<file path="src/rtl/brq_pkg.sv">
// rtl/brq_pkg.sv - shared constants and types for the branch resolve queue
package brq_pkg;

   localparam int BRQ_DEPTH_DEFAULT = 4;
   localparam int BRQ_STAT_W        = 16;

   typedef logic [BRQ_STAT_W-1:0] brq_stat_t;

endpackage

</file>
<file path="src/rtl/brq_ring.sv">
// rtl/brq_ring.sv - circular buffer of 1-bit predictions with push/pop/flush
import brq_pkg::*;

module brq_ring #(
   parameter int DEPTH = BRQ_DEPTH_DEFAULT,
   parameter int CNT_W = $clog2(DEPTH) + 1
) (
   input  logic             clk,
   input  logic             rst_n,
   input  logic             flush,
   input  logic             push,
   input  logic             push_data,
   input  logic             pop,
   output logic             pop_data,
   output logic             full,
   output logic             empty,
   output logic [CNT_W-1:0] count
);

   localparam int PTR_W = $clog2(DEPTH);

   logic [DEPTH-1:0] mem_q, mem_d;
   logic [PTR_W-1:0] wptr_q, wptr_d;
   logic [PTR_W-1:0] rptr_q, rptr_d;
   logic [CNT_W-1:0] cnt_q, cnt_d;

   assign full     = (cnt_q == CNT_W'(DEPTH));
   assign empty    = (cnt_q == '0);
   assign count    = cnt_q;
   assign pop_data = mem_q[rptr_q];

   // Next-state: flush wins; pointers wrap naturally since DEPTH is a power of two
   always_comb begin
      mem_d  = mem_q;
      wptr_d = wptr_q;
      rptr_d = rptr_q;
      cnt_d  = cnt_q;
      if (flush) begin
         wptr_d = '0;
         rptr_d = '0;
         cnt_d  = '0;
      end else begin
         if (push) begin
            mem_d[wptr_q] = push_data;
            wptr_d        = wptr_q + 1'b1;
         end
         if (pop) begin
            rptr_d = rptr_q + 1'b1;
         end
         case ({push, pop})
            2'b10:   cnt_d = cnt_q + 1'b1;
            2'b01:   cnt_d = cnt_q - 1'b1;
            default: cnt_d = cnt_q;
         endcase
      end
   end

   // Storage, pointers and count registers
   always_ff @(posedge clk or negedge rst_n) begin
      if (!rst_n) begin
         mem_q  <= '0;
         wptr_q <= '0;
         rptr_q <= '0;
         cnt_q  <= '0;
      end else begin
         mem_q  <= mem_d;
         wptr_q <= wptr_d;
         rptr_q <= rptr_d;
         cnt_q  <= cnt_d;
      end
   end

endmodule

</file>
<file path="src/rtl/branch_resolve_queue.sv">
// rtl/branch_resolve_queue.sv - in-order prediction tracker driving predictor training; BRQ_STATS_EN builds statistics counters
import brq_pkg::*;

module branch_resolve_queue #(
   parameter int DEPTH = BRQ_DEPTH_DEFAULT,
   parameter int CNT_W = $clog2(DEPTH) + 1
) (
   input  logic             clk,
   input  logic             rst_n,
   input  logic             flush,
   input  logic             pred_valid,
   input  logic             pred_taken,
   output logic             pred_ready,
   input  logic             res_valid,
   input  logic             res_taken,
   output logic             upd_result,
   output logic             upd_taken,
   output logic             mispredict,
   output logic [CNT_W-1:0] occupancy,
   output logic             underflow_err,
   output brq_stat_t        stat_total,
   output brq_stat_t        stat_miss
);

   logic full, empty, entry;
   logic push, pop, miss;
   logic upd_result_q, upd_result_d;
   logic upd_taken_q, upd_taken_d;
   logic mispredict_q, mispredict_d;
   logic underflow_q, underflow_d;

   // A full queue refuses a push even when a pop frees a slot this cycle;
   // an empty queue cannot pop even when a push lands this cycle.
   assign push = pred_valid && !full && !flush;
   assign pop  = res_valid && !empty && !flush;
   assign miss = pop && (entry != res_taken);

   brq_ring #(.DEPTH(DEPTH), .CNT_W(CNT_W)) u_ring (
      .clk       (clk),
      .rst_n     (rst_n),
      .flush     (flush),
      .push      (push),
      .push_data (pred_taken),
      .pop       (pop),
      .pop_data  (entry),
      .full      (full),
      .empty     (empty),
      .count     (occupancy)
   );

   assign pred_ready    = !full;
   assign upd_result    = upd_result_q;
   assign upd_taken     = upd_taken_q;
   assign mispredict    = mispredict_q;
   assign underflow_err = underflow_q;

   // Update pulse, direction and sticky underflow next-state
   always_comb begin
      upd_result_d = pop;
      upd_taken_d  = pop && res_taken;
      mispredict_d = miss;
      underflow_d  = underflow_q;
      if (flush) begin
         underflow_d = 1'b0;
      end else if (res_valid && empty) begin
         underflow_d = 1'b1;
      end
   end

   // Registered training outputs and error flag
   always_ff @(posedge clk or negedge rst_n) begin
      if (!rst_n) begin
         upd_result_q <= 1'b0;
         upd_taken_q  <= 1'b0;
         mispredict_q <= 1'b0;
         underflow_q  <= 1'b0;
      end else begin
         upd_result_q <= upd_result_d;
         upd_taken_q  <= upd_taken_d;
         mispredict_q <= mispredict_d;
         underflow_q  <= underflow_d;
      end
   end

`ifdef BRQ_STATS_EN
   brq_stat_t total_q, total_d;
   brq_stat_t miss_q, miss_d;

   // Saturating counters; flush leaves them alone, only reset clears them
   always_comb begin
      total_d = total_q;
      miss_d  = miss_q;
      if (pop && (total_q != '1)) begin
         total_d = total_q + 1'b1;
      end
      if (miss && (miss_q != '1)) begin
         miss_d = miss_q + 1'b1;
      end
   end

   // Statistics registers
   always_ff @(posedge clk or negedge rst_n) begin
      if (!rst_n) begin
         total_q <= '0;
         miss_q  <= '0;
      end else begin
         total_q <= total_d;
         miss_q  <= miss_d;
      end
   end

   assign stat_total = total_q;
   assign stat_miss  = miss_q;
`else
   assign stat_total = '0;
   assign stat_miss  = '0;
`endif

endmodule

</file>
<file path="config.mk">
export PLATFORM = sky130hd
export DESIGN_NAME = branch_resolve_queue
export DESIGN_NICKNAME = d
export VERILOG_FILES = /design/src/rtl/brq_pkg.sv /design/src/rtl/brq_ring.sv /design/src/rtl/branch_resolve_queue.sv
export SDC_FILE = /design/constraint.sdc
export NUM_CORES = 1
export LEC_CHECK = 0
export ABC_AREA = 0
export BUFFER_PORTS_ARGS = -buffer_cell sky130_fd_sc_hd__buf_2
export CAP_MARGIN = 40
export CORE_UTILIZATION = 46
export DETAILED_ROUTE_END_ITERATION = 6
export GPL_ROUTABILITY_DRIVEN = 0
export GPL_TIMING_DRIVEN = 1
export PLACE_DENSITY = 0.77
export SYNTH_ARGS = -nofsm -noshare
export SYNTH_HDL_FRONTEND = slang
export SYNTH_HIERARCHICAL = 1
export SYNTH_SLANG_ARGS = --single-unit
</file>
<file path="constraint.sdc">
create_clock -name clk -period 2.8 [get_ports clk]
set_input_delay 0.28 -clock clk [delete_from_list [all_inputs] [get_ports clk]]
set_output_delay 0.28 -clock clk [all_outputs]
set_load 0.01 [all_outputs]
</file>
Word-level counts from Yosys, hierarchy flattened
Cells that the tools add are included.
Operators by class
  add/subtract/negate cells: 4
  multipliers: 0
  divide/modulo/power cells: 0
  $lt $le $gt $ge: 3
  equal/unequal tests: 4
  shift operators: 0
  muxes and demuxes: 13
  bitwise gates (word level): 1
  reduce and logical (&&, ||, !) cells: 17
Operators by type and width (number)
  1-bit logical AND: 8
  2-bit 2-to-1 mux: 4
  2-bit by 3-bit less-than comparator with 1-bit output, second input constant: 2
  3-bit one-hot mux with 2 select lines: 1
  2-bit nonzero test: 3
  2-bit by 1-bit adder with 2-bit output, second input constant: 2
  4-bit bitwise mux: 1
  1-bit 2-to-1 mux: 4
  3-bit by 1-bit adder with 3-bit output, second input constant: 1
  3-bit equality test, second input constant: 1
  1-bit zero test: 3
  3-bit zero test: 1
  3-bit 2-to-1 mux: 1
  3-bit nonzero test: 1
  3-bit by 1-bit subtractor with 3-bit output, second input constant: 1
  1-bit binary-select mux with 2-bit select: 1
  1-bit demux with 2-bit select: 1
  2-bit by 1-bit equality test with 1-bit output, second input constant: 1
  2-bit equality test, second input constant: 1
  2-bit by 1-bit >= comparator with 1-bit output, second input constant: 1
  2-bit AND reduction: 1
  1-bit != test: 1
  1-bit inverter: 1
Word-level totals
  register bits: 15
  bits in latches: 0
  RAM bits: 0
  bits in read-only memories: 0
  input port bits: 7
  output and inout port bits: 40
  word-level logic and storage cells: 50
  memories kept: 0

Longest topological paths before layout
Gate-level depths: netlist of the first run.
  depth in word-level cells: 7
  depth in mapped cells: 8
  depth with buffers taken out: 7

By module
The synthesis of the first run kept the hierarchy.
By module, submodules not included
  brq_ring: times used 1, cells each 52, area each 625.6 um^2, sequential area each 275.3 um^2
  branch_resolve_queue: times used 1, cells each 45, area each 397.9 um^2, sequential area each 100.1 um^2

Least setup slack after synthesis of the first run
Ideal clock, no wire load.
  path kind: reg-to-reg
  start: register u_ring.cnt_q[2] (netlist: u_ring/count[2])
  end: register u_ring.cnt_q[2] (netlist: u_ring/count[2])
  library setup time: 0.126 ns
  arrival: 2.018 ns
  data required time: 2.674 ns
  setup slack: 0.656 ns
  stages on the path, launching flop included: 9
  path buffers: 1
  period minus slack after synthesis: 2.144 ns
  cell sequence: dfrtp_1 nor3b_1 nor3b_1 buf_6 and2b_2 fa_1 nor3b_1 o21ai_1 nor3b_2
On the way
  word-level cells in the longest chain between the ends: 7
  elaborated cells on any way between the ends: 15
  classes of those cells: add/sub: 2; eq/ne: 3; mux: 2; reduce/logical: 8
Ends and longest elaborated chain
  from (decl): RTL line brq_ring.sv:25  | logic [CNT_W-1:0] cnt_q, cnt_d;
  from (signal assigned): RTL line brq_ring.sv:69  | cnt_q <= cnt_d;
  3-bit equality test *: RTL line brq_ring.sv:27  | assign full = (cnt_q == CNT_W'(DEPTH));
  named net full: RTL line branch_resolve_queue.sv:25  | logic full, empty, entry;
  1-bit zero test *: RTL line branch_resolve_queue.sv:34  | assign push = pred_valid && !full && !flush;
  1-bit logical AND * (2 in series): RTL line branch_resolve_queue.sv:34
  named net push: RTL line branch_resolve_queue.sv:26  | logic push, pop, miss;
  2-bit by 1-bit equality test with 1-bit output or 2-bit equality test (tied branches): RTL line brq_ring.sv:50  | case ({push, pop})
  3-bit one-hot mux with 2 select lines: RTL line brq_ring.sv:50
  3-bit 2-to-1 mux: RTL line brq_ring.sv:38  | if (flush) begin
Mark *: on every way through the listed nets, which the timed path passes. The rest lies on a longest branch.
A chain may end at the register's enable or synchronous reset.

Final worst setup path of the first run
Same ends and word-level chain as after synthesis.

==> results.cfg, run 1 <==
[status]
run_status = complete, no violations

[synth]
synth_top_cell_area_share = 0.367
yosys-top-cells-area = sky130_fd_sc_hd__dfrtp_1, sky130_fd_sc_hd__buf_4, sky130_fd_sc_hd__ha_1, sky130_fd_sc_hd__mux2_1, sky130_fd_sc_hd__nor2_1
synth-edff-count = 0
ys_seq_area_frac = 0.367
yosys.cell_types.count = 24
area_of_the_mapped_netlist_um2 = 1020
ys_warn_count = 6
synthesized_netlist_cell_count = 97
synth-seq-cells = 15
synth_top_cell_by_area = sky130_fd_sc_hd__dfrtp_1
postSynth.topFlopCell = sky130_fd_sc_hd__dfrtp_1
async_set_or_reset_register_ratio_after_synthesis = 1.00
synthesis.area_per_instance_um2 = 10.6

[setup_path]
critical_path_peak_fanout = 7
cp.arrival_ns = 2.35
crit_path_class = flop to flop
ff2ff_path_depth = 8
endpoint_kind = flop
worst_setup_path_start_kind = flop
crit_path_top_delay_cell = sky130_fd_sc_hd__dfrtp_1
worst_ep_required_time_ns = 2.96
slowest_delay_ns = 0.42
cp-startpoint = u_ring/count[2]
worstReg2RegStart = u_ring/count[2]
timing.critical_path.cells = nor3b_1 > nor3b_1 > buf_4 > and2b_2 > fa_1 > nor3b_1 > o21ai_1 > nor3b_2
critPathMostFrequentCell = sky130_fd_sc_hd__nor3b_1

[finish]
most_frequent_standard_cell_in_the_layout_excluding_fill_and_tap_cells = sky130_fd_sc_hd__conb_1
final_cell_mix = sky130_fd_sc_hd__conb_1, sky130_fd_sc_hd__dfrtp_1, sky130_fd_sc_hd__buf_2
nNetsFinal = 127
antenna_cells_inserted = 0
syn_to_final_growth_pct = 0.489
layout-drive-gt1-share = 0.211
postLayoutCellArea_um2 = 1030

[worst_hold_path]
hp-start = res_taken
hold_path_class = input port to flop
timing.hold.worst_path_depth = 2

[timing]
setup_viol = 0
fin_skew_ns = 0.00366
unrepaired_setup_endpoints_after_global_routing = no
final_min_period_over_clock_period = 0.780
final-hold-violation-count = 0
setup_ws_ns = 0.616
final.hold.worst_slack_ns = 0.241
layout_min_cycle_time_ns = 2.18
tightestPinTransition_ns = 0.569
max_slew_margin = 0.619
setup_tns_ns = 0
timing.final.max_slew_violations = 0
timing.fmax_mhz = 458

[global_route]
first_global_vias = 531
grt_overflow_total = 0
globalRouteMet3Util = 0.0187
grt_util_met1 = 0.140
first_pass_grt_wire_length_um = 2170
busiest_layer = met2
grt.total_usage = 0.121
grt_antenna_before_repair = 0
grt_max_degree = 16
grt.met2_usage = 0.201

[clock_tree]
clock_insertion_delay_worst_skew_ns = 0.27
cts-root-to-sink-buffers = 2
clock_tree.htree_level_count = 1
tritoncts = built
path_clk_slew_ns = 0.09
cts_root_buf = sky130_fd_sc_hd__clkbuf_4
clock_sinks = 15
cts_made_buffers = 3

[routing]
routed_wl_um = 1320
avgRoutedWirePerCell_um = 9.38
vias_per_cell = 4.11
vias = 580
drt_pass1_iterations = 2
antenna_violating_nets_post_route = 0
drt_drc_violations_left = 0
dr.first_iter.drc_count = 5

[pwr]
power.ir.vdd_worst_uv = 203
power.density_cell_area_nw_per_um2 = 510
p_leak_uw = 0.000546

[placement]
detailed_place_hpwl_um = 1050
io_buf_count = 14
dpl-instance-area_um2 = 992
place_ws_ns = 0.625

[floorplanning]
die_w_um = 49.2
rows = 16
vertical_die_dimension_um = 49.2
core_region_area_um2 = 2020
die_area_um2 = 2420
start_util = 0.506
boundaryPins = 47

[run]
max-cap-violations = 0
## layout make-up
type / count / area [µm²]
inverter: 3 / 11.3
clock buffer: 4 / 26.3
fill: 195 / 993
multi-input combinational: 76 / 494
tap: 27 / 33.8
sequential: 15 / 375
timing repair buffer: 16 / 87.6
## kinds of logic (layout without fill, tap and decap cells)
kind of cell / count (synthesis) / after routing / synth area share
AO/OA/AOI/OAI: 2 / 2 / 0.00977
XOR/XNOR: 6 / 6 / 0.0587
adder cells (fa/ha/maj): 5 / 5 / 0.0685
buffers and inverters: 37 / 23 / 0.264
flip-flops: 15 / 15 / 0.367
multiplexers: 7 / 7 / 0.0856
other: 1 / 32 / 0.00366
AND/OR/NAND/NOR: 24 / 24 / 0.143
## per-layer routing
layer,vias up,wire [µm]
li1,276,-
met1,278,533
met2,24,714
met3,2,56
met4,0,19
met5,-,0
## report_power, final
part / switching, µW / internal (µW) / leakage, µW
Combinational: 76.1 / 60.0 / 0.000329
Sequential: 22.3 / 244 / 0.000202
Clock: 66.4 / 55.1 / 0.0000150
## stage by stage
| step | total power (µW) | utilization | std cells |
|---|---|---|---|
| global placement | 401 | 0.491 | 136 |
| CTS | 534 | 0.509 | 141 |
| detailed placement | 408 | 0.491 | 136 |
| finish | 524 | 0.509 | 141 |
| floorplan | 404 | - | 128 |
| global route | 562 | 0.509 | 141 |
## critical path: cells and delay by family, from the launching register on
family          cells  cell delay [ns]
compound gates      1             0.08
fa+ha+maj           1             0.37
buf+inv             1             0.19
flops               1             0.42
simple gates        5             1.02
## Yosys cell counts, types with 2 or more instances
library cell	count
sky130_fd_sc_hd__nand2_1	5
sky130_fd_sc_hd__inv_1	3
sky130_fd_sc_hd__mux2_1	4
sky130_fd_sc_hd__ha_1	4
sky130_fd_sc_hd__buf_4	33
sky130_fd_sc_hd__dfrtp_1	15
sky130_fd_sc_hd__nor3b_1	3
sky130_fd_sc_hd__nor3_1	2
sky130_fd_sc_hd__xnor2_1	3
sky130_fd_sc_hd__and2_1	2
sky130_fd_sc_hd__xor2_1	2
sky130_fd_sc_hd__nor2_1	7
sky130_fd_sc_hd__mux2i_1	2
sky130_fd_sc_hd__nor3b_2	2
## flip-flops by register name, indices dropped and copies added (netlist names)
signal	cells
upd_taken	1
upd_result	1
u_ring/rptr_q	2
u_ring/wptr_q	2
mispredict	1
u_ring/count	3
u_ring/mem_q	4
underflow_err	1
## timing repair
action,in CTS,in global routing
resized for setup,0,0
hold buffers,1,0
endpoints found under the hold margin,15,0
buffers inserted,0,0
## path summary, 6_finish.rpt
check,endpoint,slack [ns]
setup reg to reg,u_ring/count[2],0.62
min in group asynchronous,u_ring/count[0],0.44
setup / recovery,u_ring/count[2],0.62
max in group asynchronous,u_ring/mem_q[2],2.11
hold / removal,upd_taken,0.24
hold reg to reg,underflow_err,0.50
Note: power is estimated with default switching activity, not from simulation.
==> run 2: changes to the inputs <==
--- a/config.mk
+++ b/config.mk
@@ -5,7 +5,7 @@
 export SDC_FILE = /design/constraint.sdc
 export NUM_CORES = 1
 export LEC_CHECK = 0
-export ABC_AREA = 0
+export ABC_AREA = 1
 export BUFFER_PORTS_ARGS = -buffer_cell sky130_fd_sc_hd__buf_2
 export CAP_MARGIN = 40
 export CORE_UTILIZATION = 46
==> constraint.sdc (replaced) <==
create_clock -name clk -period 2.3 [get_ports clk]
set_input_delay 0.23 -clock clk [delete_from_list [all_inputs] [get_ports clk]]
set_output_delay 0.23 -clock clk [all_outputs]
set_load 0.01 [all_outputs]
==> run 2 against run 1 <==
Register-to-register slack got worse by 0.33 ns. Critical path depth is 5 higher. Area after synthesis is 1.2% higher. Final cell count is 25% higher. Core utilization grew 0.67 points. Fmax up 8.4%. Clock skew is 0.0012 ns lower. Design area grew 2.3%. Die area is 1.2% higher. Synthesized cell count grew 35%. Power grew 39%. Worst setup slack got worse by 0.33 ns.
==> results.cfg, run 2 <==
[pwr]
clock_power_share = 0.199
p_leak_uw = 0.000607
internal_uw = 459
power.ir.vdd_worst_uv = 328
p_total_uw = 731
power_frac_comb = 0.325
p_sw_frac = 0.372
power.density_cell_area_nw_per_um2 = 695
seq_power_share = 0.476
total_switching_power_uw = 272

[timing]
layout_min_cycle_time_ns = 2.02
timing.final.max_slew_violations = 0
setup_tns_ns = 0
fin_skew_ns = 0.00250
final_min_period_over_clock_period = 0.876
timing.fmax_mhz = 496
unrepaired_setup_endpoints_after_global_routing = no
final-hold-violation-count = 0
setup_viol = 0

[setup_path]
cp.arrival_ns = 2.18
worst_setup_path_start_kind = flop
worst_ep_required_time_ns = 2.47
slowest_delay_ns = 0.44
timing.critical_path.cells = nor3_1 > inv_1 > nand3_4 > inv_1 > inv_1 > nor2_1 > fa_1 > inv_1 > nand2_1 > nand3_1 > nand2_1 > nand2_1 > nand2_1
critical_path_peak_fanout = 6
crit_path_top_delay_cell = sky130_fd_sc_hd__dfrtp_1
endpoint_kind = flop
crit_path_class = flop to flop
r2r_slack_ns = 0.28

[clock_tree]
cts-root-to-sink-buffers = 2
cts_made_buffers = 3
path_clk_slew_ns = 0.09
clock_tree.htree_level_count = 1
tritoncts = built
post_cts_buffers = 0
clock_sinks = 15
clock_insertion_delay_worst_skew_ns = 0.27
cts_root_buf = sky130_fd_sc_hd__clkbuf_4

[worst_hold_path]
hold_path_class = input port to flop

[global_route]
first_global_vias = 621
grt_max_degree = 16
first_pass_grt_wire_length_um = 2530
grt_antenna_before_repair = 0
grt_overflow_total = 0
grt.total_usage = 0.138

[floorplanning]
start_util = 0.507
boundaryPins = 47
rows = 16
core_region_area_um2 = 2040
vertical_die_dimension_um = 49.5
die_area_um2 = 2450
die_w_um = 49.5

[finish]
top_register = u_ring/mem_q
postLayoutCellArea_um2 = 1050
register_area_um2 = 375
nNetsFinal = 162
footprint_of_the_multi_input_gates_um2 = 469
layout-drive-gt1-share = 0.161
antenna_cells_inserted = 0
final_cell_mix = sky130_fd_sc_hd__conb_1, sky130_fd_sc_hd__nand2_1, sky130_fd_sc_hd__dfrtp_1
syn_to_final_growth_pct = 1.57
fillCellCount = 213
most_frequent_standard_cell_in_the_layout_excluding_fill_and_tap_cells = sky130_fd_sc_hd__conb_1
largest_register_ff_count = 4

[synth]
ys_seq_area_frac = 0.362
synth-edff-count = 0
synth_top_cell_area_share = 0.362
postSynth.topFlopCell = sky130_fd_sc_hd__dfrtp_1
synth-seq-cells = 15
yosys-top-cells-area = sky130_fd_sc_hd__dfrtp_1, sky130_fd_sc_hd__buf_4, sky130_fd_sc_hd__nand2_1, sky130_fd_sc_hd__inv_1, sky130_fd_sc_hd__ha_1
yosys.cell_types.count = 19
synth.most_common_cell = sky130_fd_sc_hd__buf_4
ys_top_cells_by_count = sky130_fd_sc_hd__buf_4, sky130_fd_sc_hd__nand2_1, sky130_fd_sc_hd__dfrtp_1
ys_warn_count = 6
synthesized_netlist_cell_count = 131
async_set_or_reset_register_ratio_after_synthesis = 1.00
synthesis.area_per_instance_um2 = 7.91
synth_top_cell_by_area = sky130_fd_sc_hd__dfrtp_1
area_of_the_mapped_netlist_um2 = 1040

[routing]
drt_drc_violations_left = 0
antenna_violating_nets_post_route = 0
dr.first_iter.drc_count = 31
drt_pass1_iterations = 4
vias_per_cell = 4.24
vias = 746
avgRoutedWirePerCell_um = 8.79
routed_wl_um = 1550

[run]
max-cap-violations = 0

[placement]
dpl-instance-area_um2 = 1020
detailed_place_hpwl_um = 1260
io_buf_count = 14

[status]
run_status = complete, no violations
## run 2: cell types whose count changed after synthesis, sizes merged, moves of 2 or more
cell / change
nand2: +25
inv: +15
o21ai: +9
nand3: +5
nor3b: -5
mux2: -4
xnor2: -3
xor2: -3
and2: -2
buf: -2
mux2i: -2
nand4: +2
## run 2: metrics by stage
step	std cells	util	setup slack [ns]	hold WS [ns]
after floorplan	162	-	0.430	-0.0656
after global placement	171	0.498	0.378	0.151
after detailed placement	171	0.498	0.288	0.156
after CTS	176	0.515	0.277	0.168
after global routing	176	0.515	0.0817	0.161
final	176	0.515	0.284	0.179
## run 2: metal layers
metal | global-route usage | part of all wire | vias up
li1 | - | - | 378
met1 | 0.154 | 0.43 | 333
met2 | 0.244 | 0.49 | 33
met3 | 0.0216 | 0.060 | 2
met4 | 0.0857 | 0.017 | 0
met5 | 0 | 0 | -
## run 2: worst paths after layout
check	start	endpoint	cells after the start
worst min-delay path	res_taken	upd_taken	3
worst max-delay path	u_ring/count[0]	u_ring/count[2]	13
worst max register to register	u_ring/count[0]	u_ring/count[2]	13
worst min register to register	underflow_err	underflow_err	2
max in group asynchronous	rst_n	u_ring/count[0]	2
min in group asynchronous	rst_n	u_ring/mem_q[3]	2
## run 2: repair_timing
item | 4_1_cts | 5_1_grt
endpoints found under the hold margin | 15 | 0
setup endpoints to repair | 0 | 0
gates resized for setup | 0 | 0
hold buffers | 1 | 0
## run 2: power by group through the flow
stage | combinational, µW | sequential, µW | clock [µW]
floorplan | 195 | 360 | 0
global placement | 227 | 352 | 0
detailed placement | 235 | 354 | 0
CTS | 239 | 348 | 152
global route | 270 | 357 | 170
finish | 238 | 348 | 145
## run 2: final cells by class
class | instances | area share
Multi-Input combinational cell | 97 | 0.446
Sequential cell | 15 | 0.357
Timing Repair Buffer | 15 | 0.0761
Inverter | 18 | 0.0642
Tap cell | 27 | 0.0321
Clock buffer | 4 | 0.0250
## run 2: cells by family after synthesis
family,after synthesis,share of synthesized area
buffers and inverters,50,0.297
and+or+nand+nor,47,0.205
DFF,15,0.362
adders and majority gates,5,0.0676
other,1,0.00362
AOI/OAI and AO/OA,13,0.0640
## run 2: critical path, delay by kind of cell, from the launching register on
kind | cells | cell delay (ns)
flops | 1 | 0.44
buf+inv | 4 | 0.34
fa+ha+maj | 1 | 0.40
simple gates | 8 | 0.71
==> run 3: changes to the inputs <==
--- a/config.mk
+++ b/config.mk
@@ -5,7 +5,6 @@
 export SDC_FILE = /design/constraint.sdc
 export NUM_CORES = 1
 export LEC_CHECK = 0
-export ABC_AREA = 1
 export BUFFER_PORTS_ARGS = -buffer_cell sky130_fd_sc_hd__buf_2
 export CAP_MARGIN = 40
 export CORE_UTILIZATION = 46
==> run 3 against run 2 <==
Worst setup slack got worse by 0.12 ns. Global-route usage fell by 0.79 points. Largest cell class unchanged. Sequential power fell by 6.3%.
==> results.cfg, run 3 (same netlist as run 1, synthesis figures left out) <==
[finish]
top_register = u_ring/mem_q
postLayoutCellArea_um2 = 1040
layoutNonFillerInstCount = 141
final_cell_mix = sky130_fd_sc_hd__conb_1, sky130_fd_sc_hd__dfrtp_1, sky130_fd_sc_hd__buf_2
layout-drive-gt1-share = 0.219
fillCellCount = 191
nNetsFinal = 127
antenna_cells_inserted = 0
syn_to_final_growth_pct = 1.59
most_frequent_standard_cell_in_the_layout_excluding_fill_and_tap_cells = sky130_fd_sc_hd__conb_1
largest_register_ff_count = 4

[routing]
drt_drc_violations_left = 0
vias = 564
drt_pass1_iterations = 2
antenna_violating_nets_post_route = 0
routed_wl_um = 1380
dr.first_iter.drc_count = 4
avgRoutedWirePerCell_um = 9.77
vias_per_cell = 4.00

[setup_path]
worst_setup_path_start_kind = flop
endpoint_kind = flop
critical_path_peak_fanout = 9
crit_path_top_delay_cell = sky130_fd_sc_hd__dfrtp_1
cp.arrival_ns = 2.29
worst-path-buf-inv = 0
worst_ep_required_time_ns = 2.46
crit_path_class = flop to flop
timing.critical_path.cells = nor3_2 > nor3b_4 > and2b_2 > fa_1 > nor3b_1 > o21ai_1 > nor3b_2
slowest_delay_ns = 0.45
timing.critical_path.max_delay_family = simple AND/OR/NAND/NOR gates

[clock_tree]
clock_insertion_delay_worst_skew_ns = 0.28
post_cts_buffers = 0
cts_made_buffers = 3
clock_tree.htree_level_count = 1
cts-root-to-sink-buffers = 2
cts_root_buf = sky130_fd_sc_hd__clkbuf_4
tritoncts = built
path_clk_slew_ns = 0.08
clock_sinks = 15

[timing]
final_min_period_over_clock_period = 0.927
setup_tns_ns = 0
final-hold-violation-count = 0
timing.fmax_mhz = 469
setup_ws_ns = 0.169
layout_min_cycle_time_ns = 2.13
setup_viol = 0
timing.final.max_slew_violations = 0
fin_skew_ns = 0.000936

[pwr]
power.ir.vdd_worst_uv = 337
power.density_cell_area_nw_per_um2 = 625
p_leak_uw = 0.000551
p_total_uw = 650

[global_route]
grt_overflow_total = 0
grt.total_usage = 0.130
grt_antenna_before_repair = 0
first_pass_grt_wire_length_um = 2260
grt_max_degree = 16
first_global_vias = 491

[placement]
detailed_place_hpwl_um = 1060
dpl-instance-area_um2 = 992
place_ws_ns = 0.126
io_buf_count = 14
dpl.cell_count = 136

[floorplanning]
start_util = 0.506
rows = 16
die_w_um = 49.2
die_area_um2 = 2420
boundaryPins = 47
vertical_die_dimension_um = 49.2
core_region_area_um2 = 2020

[run]
max-cap-violations = 0

[worst_hold_path]
hold_path_class = input port to flop

[status]
run_status = complete, no violations
## run 3: changes by cell type in the layout (fill, tap and decap cells not counted), moves of 2 or more
cell | previous run | this run
sky130_fd_sc_hd__inv_1 | 14 | 3
sky130_fd_sc_hd__xnor2_1 | 0 | 3
sky130_fd_sc_hd__inv_2 | 4 | 0
sky130_fd_sc_hd__nand2_1 | 30 | 5
sky130_fd_sc_hd__xor2_1 | 0 | 2
sky130_fd_sc_hd__nand3_1 | 4 | 0
sky130_fd_sc_hd__mux2i_1 | 0 | 2
sky130_fd_sc_hd__and2_1 | 0 | 2
sky130_fd_sc_hd__o21ai_0 | 9 | 0
sky130_fd_sc_hd__nor3b_1 | 0 | 3
sky130_fd_sc_hd__mux2_1 | 0 | 4
sky130_fd_sc_hd__nand4_1 | 2 | 0
## run 3: worst paths after layout
kind,startpoint,endpoint,slack [ns],cells past startpoint
min reg2reg,u_ring/mem_q[1],u_ring/mem_q[1],0.50,1
max in group asynchronous,rst_n,u_ring/mem_q[0],1.67,2
min,res_taken,upd_taken,0.18,2
min in group asynchronous,rst_n,upd_result,0.38,2
max reg2reg,u_ring/count[0],u_ring/count[2],0.17,7
max,u_ring/count[0],u_ring/count[2],0.17,7
## run 3: routing by layer
layer	global-route usage	vias up	wire length (µm)
li1	-	275	-
met1	0.162	260	561
met2	0.192	27	705
met3	0.0592	2	90
met4	0.0588	0	19
met5	0	-	0
## run 3: layout make-up
cell class | count | area (µm²) | area share
clock buffer | 4 | 26.3 | 0.0253
inverter | 3 | 11.3 | 0.0108
multi-input combinational | 76 | 505 | 0.486
sequential | 15 | 375 | 0.361
timing repair buffer | 16 | 87.6 | 0.0842
tap | 27 | 33.8 | 0.0325
## run 3: where the power goes
part | leakage (µW) | internal [µW] | total (µW) | switching [µW]
Clock | 0.0000150 | 67.3 | 148 | 80.6
Sequential | 0.000202 | 297 | 326 | 28.4
Combinational | 0.000334 | 76.8 | 176 | 99.0
Total | 0.000551 | 442 | 650 | 208
## run 3: repair_timing
| action | 4_1_cts | 5_1_grt |
|---|---|---|
| hold buffers | 1 | 0 |
| endpoints found under the hold margin | 15 | 0 |
| setup endpoints to repair | 0 | 2 |
| gates resized for setup | 0 | 2 |
## run 3: metrics by stage
step	util	hold slack (ns)
finish	0.514	0.182
global route	0.514	0.168
CTS	0.509	0.175
detailed placement	0.491	0.152
global placement	0.491	0.146
floorplan	-	-0.0656
